$ cat src/rtl/hazard_if.sv
// Control bundle between the five-stage core and its pipeline sequencer.
// The sequencer takes the slave side; the core (or a bench) takes the master side.
interface hazard_if;
  logic [2:0]  id_rs1;
  logic [2:0]  id_rs2;
  logic        id_uses_rs1;
  logic        id_uses_rs2;
  logic        id_halt;
  logic [2:0]  ex_rd;
  logic        ex_read_mem;
  logic        ex_write_reg;
  logic        ex_branch_taken;
  logic        mem_access;
  logic        mem_ack;

  logic        pc_en;
  logic        if_id_en;
  logic        id_ex_en;
  logic        ex_mem_en;
  logic        mem_wb_en;
  logic        if_id_flush;
  logic        id_ex_flush;
  logic        mem_req;
  logic [2:0]  state_o;
  logic        halted;
  logic        err_o;
  logic [15:0] stall_cnt;

  modport master (
    output id_rs1, id_rs2, id_uses_rs1, id_uses_rs2, id_halt,
           ex_rd, ex_read_mem, ex_write_reg, ex_branch_taken,
           mem_access, mem_ack,
    input  pc_en, if_id_en, id_ex_en, ex_mem_en, mem_wb_en,
           if_id_flush, id_ex_flush, mem_req, state_o, halted, err_o, stall_cnt
  );

  modport slave (
    input  id_rs1, id_rs2, id_uses_rs1, id_uses_rs2, id_halt,
           ex_rd, ex_read_mem, ex_write_reg, ex_branch_taken,
           mem_access, mem_ack,
    output pc_en, if_id_en, id_ex_en, ex_mem_en, mem_wb_en,
           if_id_flush, id_ex_flush, mem_req, state_o, halted, err_o, stall_cnt
  );
endinterface

$ cat src/rtl/hazard_ctrl.sv
// Pipeline sequencer: stage enables/flushes, load-use bubbles, branch flush,
// data-memory freeze with timeout, and halt drain for the 8-bit five-stage core.
module hazard_ctrl #(
  parameter int unsigned MEM_TIMEOUT  = 15,
  parameter int unsigned LOAD_BUBBLES = 1
) (
  input logic     clk,
  input logic     rst_n,
  hazard_if.slave hz
);

  typedef enum logic [2:0] {
    RUN        = 3'd0,
    LOAD_STALL = 3'd1,
    MEM_WAIT   = 3'd2,
    DRAIN      = 3'd3,
    HALT       = 3'd4
  } state_t;

  typedef struct packed {
    logic pc;
    logic if_id;
    logic id_ex;
    logic ex_mem;
    logic mem_wb;
    logic if_id_flush;
    logic id_ex_flush;
  } ctrl_t;

  localparam ctrl_t CTRL_FREEZE = '{default: 1'b0};
  localparam ctrl_t CTRL_FLOW   = '{1'b1, 1'b1, 1'b1, 1'b1, 1'b1, 1'b0, 1'b0};
  localparam ctrl_t CTRL_BRANCH = '{1'b1, 1'b1, 1'b1, 1'b1, 1'b1, 1'b1, 1'b1};
  localparam ctrl_t CTRL_BUBBLE = '{1'b0, 1'b0, 1'b1, 1'b1, 1'b1, 1'b0, 1'b1};
  localparam ctrl_t CTRL_HALT   = '{1'b0, 1'b1, 1'b1, 1'b1, 1'b1, 1'b1, 1'b0};

  localparam logic [7:0] TIMEOUT  = 8'(MEM_TIMEOUT);
  localparam logic [1:0] BUB_INIT = 2'(LOAD_BUBBLES - 1);

  state_t      state, next_state;
  state_t      ret_state, next_ret;
  logic [7:0]  wait_cnt, next_wait;
  logic [1:0]  cnt, next_cnt;
  logic        err, next_err;
  logic        active;
  logic [15:0] stalls;
  ctrl_t       ctrl;

  logic mem_req;
  logic mem_stall;
  logic load_use;

  // Controls stay quiet until the first clock edge after reset release.
  assign mem_req   = active & hz.mem_access & (state != HALT);
  assign mem_stall = mem_req & ~hz.mem_ack;
  assign load_use  = hz.ex_read_mem & hz.ex_write_reg &
                     ((hz.id_uses_rs1 & (hz.id_rs1 == hz.ex_rd)) |
                      (hz.id_uses_rs2 & (hz.id_rs2 == hz.ex_rd)));

  // NOTE: sequential state uses non-blocking assignments so every flop samples
  // the pre-edge values, independent of statement order.
  always_ff @(posedge clk or negedge rst_n) begin
    if (!rst_n) begin
      state     <= RUN;
      ret_state <= RUN;
      wait_cnt  <= '0;
      cnt       <= '0;
      err       <= 1'b0;
      active    <= 1'b0;
      stalls    <= '0;
    end else begin
      state     <= next_state;
      ret_state <= next_ret;
      wait_cnt  <= next_wait;
      cnt       <= next_cnt;
      err       <= next_err;
      active    <= 1'b1;
      if (active && !ctrl.pc && state != HALT && stalls != 16'hFFFF)
        stalls <= stalls + 16'd1;
    end
  end

  // NOTE: every comb output gets a default first, so no path can infer a latch.
  always_comb begin
    next_state = state;
    next_ret   = ret_state;
    next_wait  = wait_cnt;
    next_cnt   = cnt;
    next_err   = err;
    if (active) begin
      unique case (state)
        RUN: begin
          if (mem_stall) begin
            next_ret   = RUN;
            next_state = MEM_WAIT;
            next_wait  = 8'd1;
          end else if (!hz.ex_branch_taken) begin
            if (load_use) begin
              if (LOAD_BUBBLES > 1) begin
                next_state = LOAD_STALL;
                next_cnt   = BUB_INIT;
              end
            end else if (hz.id_halt) begin
              next_state = DRAIN;
              next_cnt   = 2'd3;
            end
          end
        end
        LOAD_STALL, DRAIN: begin
          // Counter is held across a memory wait and resumed on the ack.
          if (mem_stall) begin
            next_ret   = state;
            next_state = MEM_WAIT;
            next_wait  = 8'd1;
          end else begin
            next_cnt = cnt - 2'd1;
            if (cnt == 2'd1)
              next_state = (state == LOAD_STALL) ? RUN : HALT;
          end
        end
        MEM_WAIT: begin
          if (hz.mem_ack) begin
            next_state = ret_state;
          end else if (wait_cnt >= TIMEOUT) begin
            next_err   = 1'b1;
            next_state = HALT;
          end else begin
            next_wait = wait_cnt + 8'd1;
          end
        end
        HALT:    next_state = HALT;
        default: next_state = RUN;
      endcase
    end
  end

  always_comb begin
    ctrl = CTRL_FREEZE;
    if (active) begin
      unique case (state)
        RUN: begin
          if (mem_stall)               ctrl = CTRL_FREEZE;
          else if (hz.ex_branch_taken) ctrl = CTRL_BRANCH;
          else if (load_use)           ctrl = CTRL_BUBBLE;
          else if (hz.id_halt)         ctrl = CTRL_HALT;
          else                         ctrl = CTRL_FLOW;
        end
        LOAD_STALL, DRAIN: ctrl = mem_stall ? CTRL_FREEZE : CTRL_BUBBLE;
        MEM_WAIT:          ctrl = hz.mem_ack ? CTRL_FLOW : CTRL_FREEZE;
        default:           ctrl = CTRL_FREEZE;
      endcase
    end
  end

  assign hz.pc_en       = ctrl.pc;
  assign hz.if_id_en    = ctrl.if_id;
  assign hz.id_ex_en    = ctrl.id_ex;
  assign hz.ex_mem_en   = ctrl.ex_mem;
  assign hz.mem_wb_en   = ctrl.mem_wb;
  assign hz.if_id_flush = ctrl.if_id_flush;
  assign hz.id_ex_flush = ctrl.id_ex_flush;
  assign hz.mem_req     = mem_req;
  assign hz.state_o     = state;
  assign hz.halted      = (state == HALT);
  assign hz.err_o       = err;
  assign hz.stall_cnt   = stalls;

endmodule

$ cat src/flat_wrapper.sv
// flat-port wrapper written by rule: the top's interface ports become plain ports
module hazard_ctrl_flat 
#(
  parameter int unsigned MEM_TIMEOUT  = 15,
  parameter int unsigned LOAD_BUBBLES = 1
)
  (clk, rst_n, hz_id_rs1, hz_id_rs2, hz_id_uses_rs1, hz_id_uses_rs2, hz_id_halt, hz_ex_rd, hz_ex_read_mem, hz_ex_write_reg, hz_ex_branch_taken, hz_mem_access, hz_mem_ack, hz_pc_en, hz_if_id_en, hz_id_ex_en, hz_ex_mem_en, hz_mem_wb_en, hz_if_id_flush, hz_id_ex_flush, hz_mem_req, hz_state_o, hz_halted, hz_err_o, hz_stall_cnt);
  hazard_if hz_i ();
  input logic clk;
  input logic rst_n;
  input wire logic [$bits(hz_i.id_rs1)-1:0] hz_id_rs1;
  input wire logic [$bits(hz_i.id_rs2)-1:0] hz_id_rs2;
  input wire logic [$bits(hz_i.id_uses_rs1)-1:0] hz_id_uses_rs1;
  input wire logic [$bits(hz_i.id_uses_rs2)-1:0] hz_id_uses_rs2;
  input wire logic [$bits(hz_i.id_halt)-1:0] hz_id_halt;
  input wire logic [$bits(hz_i.ex_rd)-1:0] hz_ex_rd;
  input wire logic [$bits(hz_i.ex_read_mem)-1:0] hz_ex_read_mem;
  input wire logic [$bits(hz_i.ex_write_reg)-1:0] hz_ex_write_reg;
  input wire logic [$bits(hz_i.ex_branch_taken)-1:0] hz_ex_branch_taken;
  input wire logic [$bits(hz_i.mem_access)-1:0] hz_mem_access;
  input wire logic [$bits(hz_i.mem_ack)-1:0] hz_mem_ack;
  output wire logic [$bits(hz_i.pc_en)-1:0] hz_pc_en;
  output wire logic [$bits(hz_i.if_id_en)-1:0] hz_if_id_en;
  output wire logic [$bits(hz_i.id_ex_en)-1:0] hz_id_ex_en;
  output wire logic [$bits(hz_i.ex_mem_en)-1:0] hz_ex_mem_en;
  output wire logic [$bits(hz_i.mem_wb_en)-1:0] hz_mem_wb_en;
  output wire logic [$bits(hz_i.if_id_flush)-1:0] hz_if_id_flush;
  output wire logic [$bits(hz_i.id_ex_flush)-1:0] hz_id_ex_flush;
  output wire logic [$bits(hz_i.mem_req)-1:0] hz_mem_req;
  output wire logic [$bits(hz_i.state_o)-1:0] hz_state_o;
  output wire logic [$bits(hz_i.halted)-1:0] hz_halted;
  output wire logic [$bits(hz_i.err_o)-1:0] hz_err_o;
  output wire logic [$bits(hz_i.stall_cnt)-1:0] hz_stall_cnt;
  assign hz_i.id_rs1 = hz_id_rs1;
  assign hz_i.id_rs2 = hz_id_rs2;
  assign hz_i.id_uses_rs1 = hz_id_uses_rs1;
  assign hz_i.id_uses_rs2 = hz_id_uses_rs2;
  assign hz_i.id_halt = hz_id_halt;
  assign hz_i.ex_rd = hz_ex_rd;
  assign hz_i.ex_read_mem = hz_ex_read_mem;
  assign hz_i.ex_write_reg = hz_ex_write_reg;
  assign hz_i.ex_branch_taken = hz_ex_branch_taken;
  assign hz_i.mem_access = hz_mem_access;
  assign hz_i.mem_ack = hz_mem_ack;
  assign hz_pc_en = hz_i.pc_en;
  assign hz_if_id_en = hz_i.if_id_en;
  assign hz_id_ex_en = hz_i.id_ex_en;
  assign hz_ex_mem_en = hz_i.ex_mem_en;
  assign hz_mem_wb_en = hz_i.mem_wb_en;
  assign hz_if_id_flush = hz_i.if_id_flush;
  assign hz_id_ex_flush = hz_i.id_ex_flush;
  assign hz_mem_req = hz_i.mem_req;
  assign hz_state_o = hz_i.state_o;
  assign hz_halted = hz_i.halted;
  assign hz_err_o = hz_i.err_o;
  assign hz_stall_cnt = hz_i.stall_cnt;
  hazard_ctrl #(.MEM_TIMEOUT(MEM_TIMEOUT), .LOAD_BUBBLES(LOAD_BUBBLES)) u_core (.clk(clk), .rst_n(rst_n), .hz(hz_i));
endmodule
$ cat config.mk
export PLATFORM = sky130hd
export DESIGN_NAME = hazard_ctrl_flat
export DESIGN_NICKNAME = d
export VERILOG_FILES = /design/src/rtl/hazard_if.sv /design/src/rtl/hazard_ctrl.sv /design/src/flat_wrapper.sv
export SDC_FILE = /design/constraint.sdc
export NUM_CORES = 1
export LEC_CHECK = 0
export ABC_AREA = 1
export BUFFER_PORTS_ARGS = -buffer_cell sky130_fd_sc_hd__buf_4
export CORE_ASPECT_RATIO = 2
export CORE_MARGIN = 1.5
export CORE_UTILIZATION = 50
export DETAILED_ROUTE_END_ITERATION = 6
export PLACE_DENSITY = 0.74
export SLEW_MARGIN = 20
export SYNTH_ARGS = -nofsm -noshare
export SYNTH_HDL_FRONTEND = slang
export SYNTH_SLANG_ARGS = --single-unit
$ cat constraint.sdc
create_clock -name clk -period 3.05 [get_ports clk]
set_input_delay 0.915 -clock clk [delete_from_list [all_inputs] [get_ports clk]]
set_output_delay 0.915 -clock clk [all_outputs]
set_load 0.01 [all_outputs]
==> summary.txt <==
Placement
  • Dpl ws: 0.203 ns
  • Placed cells: 388
  • Dpl cell area: 0.00261 mm2
  • Hpwl dp: 3.96 mm
  • RePlAce Congestion: 0.889
  • PortBufs: 47

Power and ir drop
  • Net Switching: 0.826 mW
  • Comb power frac: 47.4%
  • Sw Share: 42.9%
  • Flop pwr share: 36.8%
  • Total power per unit cell area: 715 mW/mm2
  • Clk network pwr share: 15.8%
  • Static leakage: 1.43 nW
  • P_int: 1.10 mW
  • Peak VDD IR: 0.582 mV
  • Total power: 1.93 mW

Logic synthesis
  • Synth Net Count: 314
  • Seq cells post-synth: 34
  • Synth Warn #: 0
  • Syn Area/Cell: 7.65 um2
  • Synth Cell Area: 0.00223 mm2
  • Seq/Total Area, Yosys: 38.1%
  • Netlist cell types: 35
  • Post-Syn Instances: 292

Route
  • Routed Antenna Nets: 0
  • DR WL/cell: 13.2 um
  • DRT iter0 DRCs: 46
  • Total wire length: 5.20 mm
  • Avg Vias per Cell: 5.25
  • Residual DRC count: 0
  • DR pass1 iterations: 4
  • DR vias: 2072

Clocking
  • Clk root buf: clkbuf_8
  • Cts bufs inserted: 5
  • CTS tree: yes
  • Post-CTS Setup Inserts: 0
  • Hold buffer count at CTS: 0
  • Clock transition at path regs: 0.07 ns
  • Clk_lat worst skew: 0.28 ns
  • CTS resizes: 0
  • CTS HTree Levels: 2
  • Max clock buf depth: 2
  • Clk sinks: 34

Die
  • Die ar.: 0.00490 mm2
  • Core ar.: 0.00434 mm2
  • Die height: 97.5 um
  • Die X: 50.3 um
  • Initial Utilization: 51.5%
  • Ports: 48
  • Num rows: 34

Critical path
  • Max incr delay on CP: 0.14 ns
  • Critical Path Start Type: input port
  • Max Fanout on Critical Path: 3
  • CP arrival: 1.94 ns
  • Slowest CP cell: buf_4
  • Kind of critical path: input port to output port
  • CP cell instances: buf_4 > inv_1 > nand2_1 > nand2_1 > nor2_1 > nand2_1 > nand2_1 > nand3_1 > nand2_4 > nand2_4 > nand2_4 > nor2_1 > buf_4
  • Top delay family on crit path: simple AND/OR/NAND/NOR gates
  • CP required: 2.13 ns
  • Worst Setup End Kind: output port
  • Worst Path Buf+Inv: 3
  • Most used cell, CP: nand2_1

STA
  • Crit share post-route: 93.5%
  • RSZ-0062 raised after global routing: no
  • Setup WS post-layout: 0.198 ns
  • Sum Neg Setup Slack: 0 ns
  • Hold_ws: 0.471 ns
  • Final slew viol count: 0
  • Final Hold Fails: 0
  • Fmax: 351 MHz
  • Fin crit period: 2.85 ns
  • Post-Route Skew: 0.00359 ns
  • Finish-stage setup viols: 0

Layout
  • Layout cells sized above 1: 27.6%
  • Layout area overhead: 20.5%
  • Fillers: 419
  • Post-layout nets: 363
  • Design Area, Final: 0.00269 mm2
  • Register Area: 851 um2
  • Antenna Cells: 0
  • Fin util: 62.1%
  • Area of the multi-input gates: 0.00119 mm2
  • Non-filler cells in the finished layout: 395

GRT
  • Gr usage total: 23.0%
  • Vias in the first global route: 2009
  • Initial antenna violation count: 0
  • First-pass GRT wire length: 8.78 mm
  • Largest net degree at the start of global routing: 35
  • Total gr overflow: 0

Flow run
  • Max Cap Violations: 0

Min path
  • Worst min path class: register to register

Run status
  • Outcome: finished, final reports clean
[synthesized netlist by cell type]
library cell | instances | area [um2]
dfrtp_1 | 34 | 851
o21ai_2 | 1 | 8.76
o21ai_0 | 9 | 45.0
a21oi_1 | 8 | 40.0
nand3_4 | 1 | 17.5
nand2_1 | 78 | 293
nand4_1 | 18 | 113
nand2_4 | 7 | 78.8
conb_1 | 1 | 3.75
nor3b_2 | 2 | 25.0
nor2_1 | 34 | 128
a31oi_1 | 1 | 6.26
xnor2_1 | 6 | 52.6
buf_4 | 3 | 22.5
inv_4 | 1 | 6.26
nor3_1 | 2 | 10.0
o22ai_1 | 1 | 6.26
nand3_2 | 2 | 20.0
nand2_2 | 11 | 68.8
nand4_2 | 1 | 12.5
ha_1 | 3 | 37.5
clkinv_1 | 1 | 3.75
nand3_1 | 13 | 65.1
buf_12 | 1 | 20.0
a41o_1 | 1 | 10.0
buf_2 | 2 | 10.0
clkbuf_1 | 1 | 3.75
xor2_1 | 8 | 70.1
a211oi_1 | 1 | 7.51
inv_1 | 28 | 105
or2_2 | 1 | 6.26
inv_2 | 5 | 18.8
nor2_2 | 3 | 18.8
nor3_2 | 1 | 10.0
nor2_8 | 2 | 40.0
[layout by cell type (no fill, tap or decap), types with 2 or more instances in the layout]
master    instances
nand3_2           2
inv_1            28
o21ai_0           9
clkinv_2          2
xor2_1            8
a21oi_1           8
nor2_2            3
nand2_2          11
nand2_4           7
nor2_8            2
ha_1              3
nand4_1          18
nand2_1          78
nor3_1            2
nand3_1          13
xnor2_1           6
dfrtp_1          34
clkbuf_8          5
buf_4            49
inv_2             5
nor3b_2           2
nor2_1           34
[per-layer routing]
| layer | track usage [%] | wire length, um |
|---|---|---|
| met3 | 3.08 | 253 |
| met5 | 0 | 0 |
| met2 | 42.3 | 2930 |
| met1 | 24.1 | 1890 |
| met4 | 11.3 | 125 |
[registers in the layout, summed over array words and instances, names as in the netlist]
register	count
u_core.active	1
u_core.cnt	2
u_core.hz.err_o	1
u_core.hz.stall_cnt	16
u_core.hz.state_o	3
u_core.ret_state	3
u_core.wait_cnt	8
[logic make-up after synthesis]
logic type      after synthesis  share of synthesized area (%)
simple gates                176                           40.5
xor+xnor                     14                           5.49
fa+ha+maj                     3                           1.68
buf+inv                      42                           8.51
compound gates               22                           5.54
other cells                   1                          0.168
flops                        34                           38.1
[worst reg2reg max path, delay by kind of cell, from the launching register on]
family	cells	cell delay, ns
adder cells (fa/ha/maj)	1	0.26
flip-flops	1	0.46
buffers and inverters	1	0.11
AND/OR/NAND/NOR	7	1.25
[power groups by stage]
stage	clock [mW]	sequential (mW)	combinational, mW
2_1_floorplan	0	0.711	0.643
3_3_place_gp	0	0.709	0.905
3_5_place_dp	0	0.715	0.923
4_1_cts	0.319	0.708	0.925
5_1_grt	0.337	0.729	1.02
6_report	0.304	0.709	0.913
[path summary, 6_finish.rpt]
path,start,endpoint,slack (ns),cells after the start
min reg2reg,u_core.hz.err_o,u_core.hz.err_o,0.47,1
max reg2reg,u_core.hz.stall_cnt[0],u_core.hz.stall_cnt[8],0.90,9
max in group asynchronous,rst_n,u_core.hz.stall_cnt[12],2.16,1
min in group asynchronous,rst_n,u_core.hz.state_o[1],0.57,1
min,u_core.hz.err_o,u_core.hz.err_o,0.47,1
max,hz_ex_rd[2],hz_pc_en,0.20,13
[layout make-up]
cell class	count	area share, %
Inverter	35	4.97
Clock inverter	2	0.372
Clock buffer	5	2.56
Sequential cell	34	31.6
Multi-Input combinational cell	216	44.3
Timing Repair Buffer	49	13.7
Tap cell	54	2.51
(Power assumes the default switching activity.)
